--- src/rtl/sdram_client_arb.sv ---
// Round-robin arbiter sharing one toggle-handshake SDRAM controller port among N_CLIENTS requesters.
// Optional macro SDRAM_ARB_PRIO0_EN: client 0 wins whenever pending; the others stay round-robin.
module sdram_client_arb #(
    parameter int unsigned N_CLIENTS = 3,
    parameter int unsigned AW        = 23
) (
    input  logic                    clk,
    input  logic                    reset,
    input  logic [N_CLIENTS-1:0]    c_req,
    output logic [N_CLIENTS-1:0]    c_ack,
    input  logic [N_CLIENTS-1:0]    c_we,
    input  logic [N_CLIENTS*AW-1:0] c_a,
    input  logic [N_CLIENTS*16-1:0] c_d,
    input  logic [N_CLIENTS-1:0]    c_u_n,
    input  logic [N_CLIENTS-1:0]    c_l_n,
    output logic [15:0]             c_q,
    output logic [N_CLIENTS-1:0]    c_qv,
    output logic                    m_req,
    input  logic                    m_ack,
    output logic                    m_we,
    output logic [AW-1:0]           m_a,
    output logic [15:0]             m_d,
    output logic                    m_u_n,
    output logic                    m_l_n,
    input  logic [15:0]             m_q
);

    localparam int unsigned PW = (N_CLIENTS > 1) ? $clog2(N_CLIENTS) : 1;

    typedef enum logic {StIdle, StBusy} state_e;

    state_e                 r_state, w_state_nxt;
    logic [PW-1:0]          r_rr_ptr, w_rr_ptr_nxt;
    logic [PW-1:0]          r_owner, w_owner_nxt;
    logic [N_CLIENTS-1:0]   r_c_ack, w_c_ack_nxt;
    logic [N_CLIENTS-1:0]   r_c_qv, w_c_qv_nxt;
    logic [15:0]            r_c_q, w_c_q_nxt;
    logic                   r_m_req, w_m_req_nxt;
    logic                   r_m_we, w_m_we_nxt;
    logic [AW-1:0]          r_m_a, w_m_a_nxt;
    logic [15:0]            r_m_d, w_m_d_nxt;
    logic                   r_m_u_n, w_m_u_n_nxt;
    logic                   r_m_l_n, w_m_l_n_nxt;

    logic [N_CLIENTS-1:0]   w_pending;
    logic                   w_any;
    logic                   w_found;
    logic                   w_done;
    logic [PW-1:0]          w_scan;
    logic [PW-1:0]          w_winner;
    logic [PW-1:0]          w_next_ptr;

    // Winner selection: first pending index starting at rr_ptr, wrapping modulo N_CLIENTS.
    always_comb begin
        w_pending = c_req ^ r_c_ack;
        w_any     = |w_pending;
        w_found   = 1'b0;
        w_scan    = '0;
        w_winner  = '0;
        for (int unsigned k = 0; k < N_CLIENTS; k++) begin
            w_scan = PW'((32'(r_rr_ptr) + k) % N_CLIENTS);
            if (!w_found && w_pending[w_scan]) begin
                w_found  = 1'b1;
                w_winner = w_scan;
            end
        end
`ifdef SDRAM_ARB_PRIO0_EN
        if (w_pending[0]) begin
            w_winner = '0;
        end
`endif
        w_next_ptr = (32'(w_winner) == N_CLIENTS - 1) ? '0 : w_winner + PW'(1);
`ifdef SDRAM_ARB_PRIO0_EN
        // A client-0 grant leaves the rotation of the other clients untouched.
        if (w_winner == '0) begin
            w_next_ptr = r_rr_ptr;
        end
`endif
    end

    assign w_done = (m_ack == r_m_req);

    always_ff @(posedge clk or posedge reset) begin
        if (reset) begin
            r_state <= StIdle;
        end else begin
            r_state <= w_state_nxt;
        end
    end

    always_comb begin
        w_state_nxt = r_state;
        unique case (r_state)
            StIdle: if (w_any)  w_state_nxt = StBusy;
            StBusy: if (w_done) w_state_nxt = StIdle;
            default:            w_state_nxt = StIdle;
        endcase
    end

    always_comb begin
        w_rr_ptr_nxt = r_rr_ptr;
        w_owner_nxt  = r_owner;
        w_c_ack_nxt  = r_c_ack;
        w_c_qv_nxt   = '0;
        w_c_q_nxt    = r_c_q;
        w_m_req_nxt  = r_m_req;
        w_m_we_nxt   = r_m_we;
        w_m_a_nxt    = r_m_a;
        w_m_d_nxt    = r_m_d;
        w_m_u_n_nxt  = r_m_u_n;
        w_m_l_n_nxt  = r_m_l_n;
        if (r_state == StIdle && w_any) begin
            w_owner_nxt  = w_winner;
            w_m_we_nxt   = c_we[w_winner];
            w_m_a_nxt    = c_a[32'(w_winner) * AW +: AW];
            w_m_d_nxt    = c_d[32'(w_winner) * 16 +: 16];
            w_m_u_n_nxt  = c_u_n[w_winner];
            w_m_l_n_nxt  = c_l_n[w_winner];
            w_m_req_nxt  = ~r_m_req;
            w_rr_ptr_nxt = w_next_ptr;
        end else if (r_state == StBusy && w_done) begin
            w_c_ack_nxt[r_owner] = c_req[r_owner];
            if (!r_m_we) begin
                w_c_q_nxt           = m_q;
                w_c_qv_nxt[r_owner] = 1'b1;
            end
        end
    end

    always_ff @(posedge clk or posedge reset) begin
        if (reset) begin
            r_rr_ptr <= '0;
            r_owner  <= '0;
            r_c_ack  <= '0;
            r_c_qv   <= '0;
            r_c_q    <= '0;
            r_m_req  <= 1'b0;
            r_m_we   <= 1'b0;
            r_m_a    <= '0;
            r_m_d    <= '0;
            r_m_u_n  <= 1'b1;
            r_m_l_n  <= 1'b1;
        end else begin
            r_rr_ptr <= w_rr_ptr_nxt;
            r_owner  <= w_owner_nxt;
            r_c_ack  <= w_c_ack_nxt;
            r_c_qv   <= w_c_qv_nxt;
            r_c_q    <= w_c_q_nxt;
            r_m_req  <= w_m_req_nxt;
            r_m_we   <= w_m_we_nxt;
            r_m_a    <= w_m_a_nxt;
            r_m_d    <= w_m_d_nxt;
            r_m_u_n  <= w_m_u_n_nxt;
            r_m_l_n  <= w_m_l_n_nxt;
        end
    end

    assign c_ack = r_c_ack;
    assign c_qv  = r_c_qv;
    assign c_q   = r_c_q;
    assign m_req = r_m_req;
    assign m_we  = r_m_we;
    assign m_a   = r_m_a;
    assign m_d   = r_m_d;
    assign m_u_n = r_m_u_n;
    assign m_l_n = r_m_l_n;

endmodule

--- config.mk ---
export PLATFORM = sky130hd
export DESIGN_NAME = sdram_client_arb
export DESIGN_NICKNAME = d
export VERILOG_FILES = /design/src/rtl/sdram_client_arb.sv
export SDC_FILE = /design/constraint.sdc
export NUM_CORES = 1
export LEC_CHECK = 0
export ABC_AREA = 1
export BUFFER_PORTS_ARGS = -buffer_cell sky130_fd_sc_hd__buf_2
export CAP_MARGIN = 10
export CORE_MARGIN = 4
export CORE_UTILIZATION = 47
export CTS_BUF_LIST = sky130_fd_sc_hd__clkbuf_16
export DETAILED_ROUTE_END_ITERATION = 8
export PLACE_DENSITY_LB_ADDON = 0.08
export SLEW_MARGIN = 20
export SYNTH_ARGS = -nofsm -noshare
export SYNTH_HDL_FRONTEND = slang
export SYNTH_SLANG_ARGS = --single-unit
--- constraint.sdc ---
create_clock -name clk -period 3 [get_ports clk]
set_clock_uncertainty 0.2 [all_clocks]
set_input_delay 0.6 -clock clk [delete_from_list [all_inputs] [get_ports clk]]
set_output_delay 0.6 -clock clk [all_outputs]
set_load 0.05 [all_outputs]
==> metrics.md <==
| Metric | Value |
|---|---|
| Largest delay contributor family on the critical path | `simple AND/OR/NAND/NOR gates` |
| Mean Syn Cell Area | `7.36 sq um` |
| Initial Utilization | `49.0%` |
| Die height | `104 um` |
| Sum Neg Setup Slack | `0 ps` |
| Net Switching | `4.72 mW` |
| Area growth, synth to finish | `32.4%` |
| Core Footprint | `8890 sq um` |
| Top cells by count, synth | `nand2_1, inv_1, nand3_1` |
| Fmax | `0.370 GHz` |
| Post-DRT Antenna Nets | `0` |
| Hold buffers post-CTS | `0` |
| Remaining DRCs | `0` |
| Post-CTS sizing | `0` |
| Netlist cell types | `33` |
| Pwr Density | `1460 nW/um^2` |
| Number of global-route vias before repair | `4,543` |
| Maximum buffer depth of the clock tree | `2` |
| Logic pwr share | `66.0%` |
| Clock sinks | `70` |
| Post-DP HPWL | `9200 um` |
| Endpoint type of the worst setup path | `flip-flop` |
| # fillers | `823` |
| Pin count of the biggest net entering global routing | `45` |
| Initial antenna violation count | `0` |
| Crit. Startpoint | `r_rr_ptr[0]` |
| WP buf/inv | `2` |
| Register bit total from synthesis | `70` |
| Most used cell, CP | `nand3_1` |
| TritonCTS clock tree | `yes` |
| Syn_nets | `743` |
| Synth Cell Area | `4360 sq um` |
| Synth top area share | `39.0%` |
| Antenna Cells | `0` |
| Slowest-stage cell, CP | `nor2_8` |
| Critical Path RT | `3050 ps` |
| Largest stage delay, worst path | `550 ps` |
| Via Count | `4,417` |
| IO Count | `213` |
| Most common cell in the netlist | `nand2_1` |
| RSZ-0062 raised after global routing | `no` |
| Lkg Pwr | `3.39 nW` |
| H-tree depth | `3` |
| Latest clock arrival within the worst-skew pair | `320 ps` |
| Starting DRT DRC Count | `148` |
| Die area | `10,900 sq um` |
| Total GRT Usage | `23.0%` |
| Worst slew margin | `59.0%` |
| Number of max-cap violations | `0` |
| Row Count | `34` |
| Crit share post-route | `90.1%` |
| Status | `finished, final reports clean` |
| Clock transition at path regs | `60 ps` |
| GRT overflow | `0` |
| Chip width | `104 um` |
| Sequential area share after synthesis | `40.2%` |
| Routed wire length | `12,600 um` |
| TritonCTS buffer count | `9` |
| Area leader, netlist | `dfrtp_1` |
| Critical path class | `flip-flop to flip-flop` |
| Synth top area cells | `dfrtp_1, nand2_1, nand3_1` |
| Post-synth ARST share | `100%` |
| Worst VDD drop | `0.000700 V` |
| EDFF count, synth | `0` |
| Crit path DAT | `2760 ps` |
| CTS Root Cell | `clkbuf_16` |
| Synth warn | `0` |
| Drt wl/cell | `13.9 um` |
| Crit Path Max Fanout | `44` |
| Final min period | `2700 ps` |
| PortBufs | `212` |
| Placed Area | `5460 sq um` |
| Final instance area | `5770 sq um` |
| Post-CTS Setup Bufs | `0` |
| Fraction of layout cells with a size suffix above 1 | `34.3%` |
| Int Power | `3.68 mW` |
| Global-route wire length before repair | `20,800 um` |
| Gpl congestion | `0.924` |
| Worst-Margin Slew | `615 ps` |
| # nets final | `943` |
| Final Max Slew Viols | `0` |
| Clk network pwr share | `13.3%` |
| Tot Pwr | `8.40 mW` |
| Syn Inst Count | `592` |
| Final setup fails | `0` |
| Switch share | `56.2%` |
| Reg2reg start | `r_rr_ptr[0]` |
| Nature of the critical path startpoint | `flip-flop` |
| Hold Vio Cnt, Final | `0` |
| Post-DR vias/cell | `4.88` |
| Top FF cell, synth | `dfrtp_1` |
| Seq pwr share | `20.7%` |
| TritonRoute pass-1 iters | `4` |
| CP Cell Sequence | `inv_1 -> ha_1 -> inv_2 -> nand3_1 -> nand3_1 -> o21ai_2 -> nand4_2 -> nand2_4 -> nor2_8 -> nand3_1 -> nand2_1` |
| Hold WC Path Type | `primary input to asynchronous set/reset pin` |
==> area by class of cell <==
cell class	instances	area (sq um)	share of cell area, %
clock inverters	7	88.8	1.54
clock buffers	9	225	3.90
flip-flops and latches	70	1750	30.4
repair buffers	219	1140	19.7
multi-input cells	387	2040	35.3
well taps	108	135	2.34
inverters	105	394	6.83
==> power by group through the flow <==
stage               registers (mW)  clock network, mW  logic [mW]
finish                        1.74               1.12        5.55
global route                  1.80               1.18        6.11
CTS                           1.74               1.14        5.60
detailed placement            1.75                  0        5.59
global placement              1.74                  0        5.47
floorplan                     3.23                  0        3.01
==> registers in the layout, indices dropped and copies added (netlist names), 2 cells and up <==
| name | flops |
|---|---|
| c_ack | 3 |
| c_q | 16 |
| c_qv | 3 |
| m_a | 23 |
| m_d | 16 |
| r_owner | 2 |
| r_rr_ptr | 2 |
==> placed cells by master (no fill, tap or decap), drive strengths merged <==
cell,instances
a21oi,4
bufinv,2
ha,3
a221oi,1
nand2,197
dfrtp,68
nor3,2
nand4,4
xnor2,2
o21ai,4
clkbuf,9
a31oi,3
clkinv,5
clkinvlp,1
inv,104
nand3b,42
o21a,1
nor2,9
nand3,98
dfstp,2
buf,219
mux2,16
o22ai,1
==> cell families (layout without fill, tap and decap cells) <==
family | count (synthesis) | in the layout | synth area share (%)
simple gates | 352 | 352 | 39.2
buf+inv | 135 | 340 | 13.1
flops | 70 | 70 | 40.2
mux | 16 | 16 | 4.13
compound gates | 14 | 14 | 2.04
fa+ha+maj | 3 | 3 | 0.861
xor+xnor | 2 | 2 | 0.402
==> metal layers <==
layer / wire length [um] / GRT usage, % / up-vias
li1: - / - / 2241
met1: 5000 / 28.2 / 1988
met2: 6390 / 40.3 / 176
met3: 1050 / 5.40 / 12
met4: 122 / 5.98 / 0
met5: 0 / 0 / -
==> worst paths after layout <==
path / end / slack [ps] / cells past startpoint
max in group asynchronous: m_a[19] / 1870 / 3
setup / recovery: m_a[19] / 300 / 11
min in group clk: c_q[1] / 300 / 1
hold reg to reg: c_q[1] / 300 / 1
hold / removal: c_q[8] / 70 / 2
setup reg to reg: m_a[19] / 300 / 11
==> through the flow <==
stage / utilization, % / hold WS, ps / worst slack (ps) / cells
2_1_floorplan: - / 276 / 435 / 592
3_3_place_gp: 61.4 / 281 / 398 / 889
3_5_place_dp: 61.4 / 287 / 305 / 889
4_1_cts: 64.9 / 81.1 / 298 / 905
5_1_grt: 64.9 / 109 / 55.2 / 905
6_report: 64.9 / 70.8 / 296 / 905
Power figures use the tool's default switching activity.
